**src/rtl/rf_wb_pkg.sv**
```systemverilog
// Shared types and widths for the register-file writeback arbiter.
// Optional build macro used by the top: RF_WB_PERF_CNT_EN.
package rf_wb_pkg;

  localparam int RF_ADDR_W    = 5;
  localparam int RF_DATA_W    = 32;
  localparam int STARVE_CNT_W = 4;

  typedef enum logic {
    MEM_PRI = 1'b0,
    ALU_PRI = 1'b1
  } arb_state_e;

  typedef enum logic [1:0] {
    GNT_NONE = 2'd0,
    GNT_ALU  = 2'd1,
    GNT_MEM  = 2'd2
  } grant_e;

  // Priority pick: the favoured requester wins when both are valid.
  function automatic grant_e pick_grant(input logic alu_pri,
                                        input logic alu_valid,
                                        input logic mem_valid);
    grant_e g;
    g = GNT_NONE;
    if (alu_pri) begin
      if (alu_valid)      g = GNT_ALU;
      else if (mem_valid) g = GNT_MEM;
    end else begin
      if (mem_valid)      g = GNT_MEM;
      else if (alu_valid) g = GNT_ALU;
    end
    return g;
  endfunction

endpackage

```
**src/rtl/rf_wb_starve_ctr.sv**
```systemverilog
// Starvation tracker: counts denied ALU cycles and flips the arbiter into
// ALU priority once the limit is reached, until the ALU is served or gives up.
module rf_wb_starve_ctr
  import rf_wb_pkg::*;
#(
  parameter int STARVE_LIMIT = 3
) (
  input  logic i_clk,
  input  logic i_rst,
  input  logic i_alu_valid,
  input  logic i_alu_grant,
  input  logic i_hold,
  output logic o_alu_pri
);

  localparam logic [STARVE_CNT_W-1:0] LIMIT   = STARVE_CNT_W'(STARVE_LIMIT);
  localparam logic [STARVE_CNT_W-1:0] CNT_ONE = STARVE_CNT_W'(1);

  arb_state_e              r_state;
  logic [STARVE_CNT_W-1:0] r_cnt;
  logic [STARVE_CNT_W-1:0] w_cnt_inc;

  assign w_cnt_inc = (r_cnt == {STARVE_CNT_W{1'b1}}) ? r_cnt : r_cnt + CNT_ONE;

  always_ff @(posedge i_clk) begin
    if (i_rst) begin
      r_state <= MEM_PRI;
      r_cnt   <= '0;
    end else begin
      case (r_state)
        MEM_PRI: begin
          if (i_alu_grant) begin
            r_cnt <= '0;
          end else if (i_alu_valid && !i_hold) begin
            r_cnt <= w_cnt_inc;
            if (w_cnt_inc >= LIMIT) r_state <= ALU_PRI;
          end
        end
        ALU_PRI: begin
          // Leaving on a withdrawn request also clears the count so the
          // next starvation episode starts from zero.
          if (i_alu_grant || !i_alu_valid) begin
            r_state <= MEM_PRI;
            r_cnt   <= '0;
          end
        end
        default: begin
          r_state <= MEM_PRI;
          r_cnt   <= '0;
        end
      endcase
    end
  end

  assign o_alu_pri = (r_state == ALU_PRI);

endmodule

```
**src/rtl/rf_wb_arbiter.sv**
```systemverilog
// Two-requester writeback arbiter for the register file's single write port.
// Define RF_WB_PERF_CNT_EN to add the saturating o_conflict_cnt output.
module rf_wb_arbiter
  import rf_wb_pkg::*;
#(
  parameter int STARVE_LIMIT = 3
) (
  input  logic                 i_clk,
  input  logic                 i_rst,
  input  logic                 i_alu_valid,
  output logic                 o_alu_ready,
  input  logic [RF_ADDR_W-1:0] i_alu_waddr,
  input  logic [RF_DATA_W-1:0] i_alu_wdata,
  input  logic                 i_mem_valid,
  output logic                 o_mem_ready,
  input  logic [RF_ADDR_W-1:0] i_mem_waddr,
  input  logic [RF_DATA_W-1:0] i_mem_wdata,
  input  logic                 i_hold,
  output logic                 o_rd_wen,
  output logic [RF_ADDR_W-1:0] o_rd_waddr,
  output logic [RF_DATA_W-1:0] o_rd_wdata,
  output logic                 o_starved
`ifdef RF_WB_PERF_CNT_EN
  ,
  output logic [15:0]          o_conflict_cnt
`endif
);

  grant_e               w_gnt;
  logic                 w_alu_pri;
  logic [RF_ADDR_W-1:0] w_sel_waddr;
  logic [RF_DATA_W-1:0] w_sel_wdata;

  logic                 r_rd_wen;
  logic [RF_ADDR_W-1:0] r_rd_waddr;
  logic [RF_DATA_W-1:0] r_rd_wdata;

  // No grant while in reset or stalled, so no handshake can complete then.
  always_comb begin
    w_gnt = GNT_NONE;
    if (!i_rst && !i_hold) w_gnt = pick_grant(w_alu_pri, i_alu_valid, i_mem_valid);
  end

  assign o_alu_ready = (w_gnt == GNT_ALU);
  assign o_mem_ready = (w_gnt == GNT_MEM);

  always_comb begin
    w_sel_waddr = i_mem_waddr;
    w_sel_wdata = i_mem_wdata;
    if (w_gnt == GNT_ALU) begin
      w_sel_waddr = i_alu_waddr;
      w_sel_wdata = i_alu_wdata;
    end
  end

  rf_wb_starve_ctr #(
    .STARVE_LIMIT(STARVE_LIMIT)
  ) u_starve (
    .i_clk      (i_clk),
    .i_rst      (i_rst),
    .i_alu_valid(i_alu_valid),
    .i_alu_grant(o_alu_ready),
    .i_hold     (i_hold),
    .o_alu_pri  (w_alu_pri)
  );

  // Output stage: x0 writes complete the handshake but never assert the enable.
  always_ff @(posedge i_clk) begin
    if (i_rst) begin
      r_rd_wen   <= 1'b0;
      r_rd_waddr <= '0;
      r_rd_wdata <= '0;
    end else if (!i_hold) begin
      if (w_gnt == GNT_NONE) begin
        r_rd_wen <= 1'b0;
      end else begin
        r_rd_wen   <= (w_sel_waddr != '0);
        r_rd_waddr <= w_sel_waddr;
        r_rd_wdata <= w_sel_wdata;
      end
    end
  end

  assign o_rd_wen   = r_rd_wen;
  assign o_rd_waddr = r_rd_waddr;
  assign o_rd_wdata = r_rd_wdata;
  assign o_starved  = w_alu_pri;

`ifdef RF_WB_PERF_CNT_EN
  logic [15:0] r_conflict_cnt;

  always_ff @(posedge i_clk) begin
    if (i_rst) begin
      r_conflict_cnt <= '0;
    end else if (i_alu_valid && i_mem_valid && !i_hold && (r_conflict_cnt != 16'hFFFF)) begin
      r_conflict_cnt <= r_conflict_cnt + 16'd1;
    end
  end

  assign o_conflict_cnt = r_conflict_cnt;
`endif

endmodule

```
**config.mk**
```make
export PLATFORM = sky130hd
export DESIGN_NAME = rf_wb_arbiter
export DESIGN_NICKNAME = d
export VERILOG_FILES = /design/src/rtl/rf_wb_pkg.sv /design/src/rtl/rf_wb_starve_ctr.sv /design/src/rtl/rf_wb_arbiter.sv
export SDC_FILE = /design/constraint.sdc
export NUM_CORES = 1
export LEC_CHECK = 0
export CORE_ASPECT_RATIO = 0.5
export CORE_MARGIN = 4
export CORE_UTILIZATION = 36
export CTS_BUF_LIST = sky130_fd_sc_hd__clkbuf_16
export CTS_CLUSTER_SIZE = 20
export DETAILED_ROUTE_END_ITERATION = 10
export GPL_ROUTABILITY_DRIVEN = 0
export GPL_TIMING_DRIVEN = 0
export PLACE_DENSITY = 0.86
export SYNTH_ARGS = -nofsm -noshare
export SYNTH_HDL_FRONTEND = slang
export SYNTH_HIERARCHICAL = 1
export SYNTH_SLANG_ARGS = --single-unit
```
**constraint.sdc**
```tcl
create_clock -name i_clk -period 1.9 [get_ports i_clk]
set_input_delay 0.38 -clock i_clk [delete_from_list [all_inputs] [get_ports i_clk]]
set_output_delay 0.38 -clock i_clk [all_outputs]
set_load 0.01 [all_outputs]
```
==> metrics.yaml <==
run_status:
  status: "finished clean"
pwr:
  seqPwrFrac_pct: 38.8
  p_leak_nw: 1.22
  power_frac_comb_pct: 22.6
  pwr-share-clk_pct: 38.6
  switching_share_pct: 25.5
  ir_drop_uv: 374
  powerDensity_nw_per_um2: 658
  power_mw: 2.52
  p_sw_uw: 642
  internal-power_mw: 1.87
worst_setup_path:
  worstPathMaxFanout: 10
  critPathLaunch: "u_starve/o_alu_pri"
  crit_chain: "nand2b_1 > nand3_2 > buf_6 > inv_4 > clkdlybuf4s15_1"
  worstSetupPathType: "flip-flop to primary output"
  reg2reg_slack_ns: 0.08
  ff2ff_path_depth: 8
  cp.required_ns: 1.52
  cp-end-kind: "primary output"
  worst_setup_path_start_kind: "flip-flop"
  cp_slowest_cell: "dfxtp_4"
  r2r_start: "u_starve/o_alu_pri"
  critPathArrivalTime_ns: 1.48
  reg2reg_to: "u_starve/r_cnt[0]"
  crit_path_end: "o_alu_ready"
  critPathMaxStageDelay_ns: 0.42
final_layout:
  nNetsFinal: 481
  drive_gt1_share_pct: 11.2
  mostFrequentLayoutCells: "113 x clkdlybuf4s50_1, 42 x dfxtp_1, 38 x nand3_1, 38 x nor4_1, 37 x a311oi_1"
  multi_input_area_um2: 1280
  design_area_um2: 3820
  mostFrequentLayoutCell: "clkdlybuf4s50_1"
  fin_cells: 490
  n_antenna_cell: 0
  regArea_um2: 865
  fill_cells: 524
  postLayoutCoreUtil_pct: 62.6
  synthToLayoutAreaGrowth_pct: 68.2
global_routing:
  antenna_found_initial: 0
  grt_remaining_overflow: 0
  grt_use_total_pct: 21.6
  grt_max_degree: 21
  grt_pass1_wl_um: 13800
  grt_pass1_vias: 2787
yosys:
  yosysWarnings: 6
  synth_nets: 355
  syn_area_um2: 2270
  netlist_instances: 275
  avgSynthCellArea_um2: 8.27
  ys_ff_latch: 43
  synth_top_area_share_pct: 37.8
  synth_cell_types: 37
  synth_top_area_cell: "dfxtp_1"
  ys_seq_area_share_pct: 37.8
  synth.top_cells.by_area: "dfxtp_1 38%, a311oi_1 14%, nor4_1 10%"
place:
  dpl_worst_slack_ns: -0.794
  port_buffers: 119
  placedCellCount: 482
  dp_hpwl_um: 6000
  placed_cell_area_um2: 3580
floorplan:
  num_io_pins: 120
  rows: 20
  initial_core_util_pct: 37.3
  die_y_um: 64.2
  die_w_um: 120
  core_area_um2: 6110
  die-area_um2: 7730
timing:
  fin_setup_tns_ns: 0
  fin_ws_ns: 0.0359
  worst_slew_pin_slew_ns: 0.514
  slew_viol_final: 0
  period_needed_ns: 1.86
  finalSetupViolations: 0
  slew-limit-headroom_pct: 65.8
  period_share_pct: 98.1
  fmax_mhz: 536
  timing.hold.ws_ns: 0.496
  hold_viol_final: 0
  skew_ns: 0.00465
clock_tree:
  clock-root-buffer: "clkbuf_16"
  cts_hold_buf: 0
  cts_max_level: 2
  cts_sinks: 43
  cts_buffers: 5
  insertion_delay_ns: 0.28
  clockBufferDepth: 2
  cts_tree: "done"
  path_clk_slew_ns: 0.06
detailed_routing:
  drt-pass1-iter-count: 5
  drc: 0
  via_per_inst: 5.88
  drt_iter0_drc: 205
  wl_per_cell_um: 17.7
  routed_wl_um: 8690
  drtAntennaViolNets: 0
  vias: 2879
hold_path:
  hold_depth: 2
  worstHoldPathType: "flip-flop to flip-flop"
flow_run:
  maxCapViolCount: 0
==> state kept, by name (all words and copies together) (netlist names) <==
register            cells
o_rd_wdata             32
o_rd_waddr              5
u_starve/r_cnt          4
o_rd_wen                1
u_starve/o_alu_pri      1
==> per-layer routing <==
layer  GRT usage (%)  vias to the layer above  wire [um]
li1                -                     1348          -
met1            29.2                     1370       3810
met2            34.5                      147       4060
met3            5.04                       14        671
met4            5.65                        0        147
met5               0                        -          0
==> power groups by stage <==
stage	Sequential, mW	Clock (mW)	Combinational (mW)
5_1_grt	0.982	1.03	0.607
3_5_place_dp	0.995	0	0.546
4_1_cts	0.976	0.978	0.550
6_report	0.977	0.972	0.568
2_1_floorplan	1.01	0	0.194
3_3_place_gp	0.995	0	0.541
==> synthesized netlist by cell type (all sizes together) <==
| cell | number |
|---|---|
| dfxtp | 43 |
| nand3 | 39 |
| nor4 | 38 |
| o21ai | 38 |
| a311oi | 37 |
| buf | 21 |
| clkbuf | 14 |
| a21oi | 5 |
| inv | 4 |
| nor2 | 4 |
| and2 | 3 |
| nand2 | 3 |
| nor3 | 3 |
| a31oi | 2 |
| nor2b | 2 |
| nor3b | 2 |
| o21a | 2 |
| or2 | 2 |
| a211o | 1 |
| a211oi | 1 |
| a221oi | 1 |
| a22oi | 1 |
| ha | 1 |
| nand2b | 1 |
| nand4b | 1 |
| nor4b | 1 |
| o211ai | 1 |
| o32ai | 1 |
| or3 | 1 |
| or4 | 1 |
| or4b | 1 |
==> critical path, delay by kind of cell (launching register included) <==
| kind | cells | cell delay (ns) |
|---|---|---|
| simple gates | 2 | 0.27 |
| flops | 1 | 0.42 |
| buf+inv | 3 | 0.50 |
==> cells by family after synthesis <==
| logic type | synth area share, % |
|---|---|
| AO/OA/AOI/OAI | 27.3 |
| AND/OR/NAND/NOR | 25.8 |
| adder cells (fa/ha/maj) | 0.550 |
| buffers and inverters | 8.53 |
| flip-flops | 37.8 |
==> area by class of cell <==
cell class	count	area share [%]
clock buffers	5	3.27
well taps	88	2.88
flip-flops and latches	43	22.6
repair buffers	122	31.8
clock inverters	3	1.01
inverters	4	0.523
multi-input cells	193	33.4
plain buffers	32	4.51
==> repair_timing <==
item | CTS | global route
pin swaps | 2 | 2
gates resized for setup | 20 | 10
buffers inserted | 1 | 2
endpoints found under the setup margin | 26 | 4
==> worst min path at each step <==
stage | start | to | slack, ns
after floorplan | i_rst | u_starve/r_cnt[0] | 0.45
after global placement | u_starve/r_cnt[0] | u_starve/r_cnt[0] | 0.48
after detailed placement | u_starve/r_cnt[0] | u_starve/r_cnt[0] | 0.48
after CTS | u_starve/r_cnt[0] | u_starve/r_cnt[0] | 0.49
after global routing | u_starve/r_cnt[0] | u_starve/r_cnt[0] | 0.53
final | u_starve/r_cnt[0] | u_starve/r_cnt[0] | 0.50
Power figures use the tool's default switching activity.
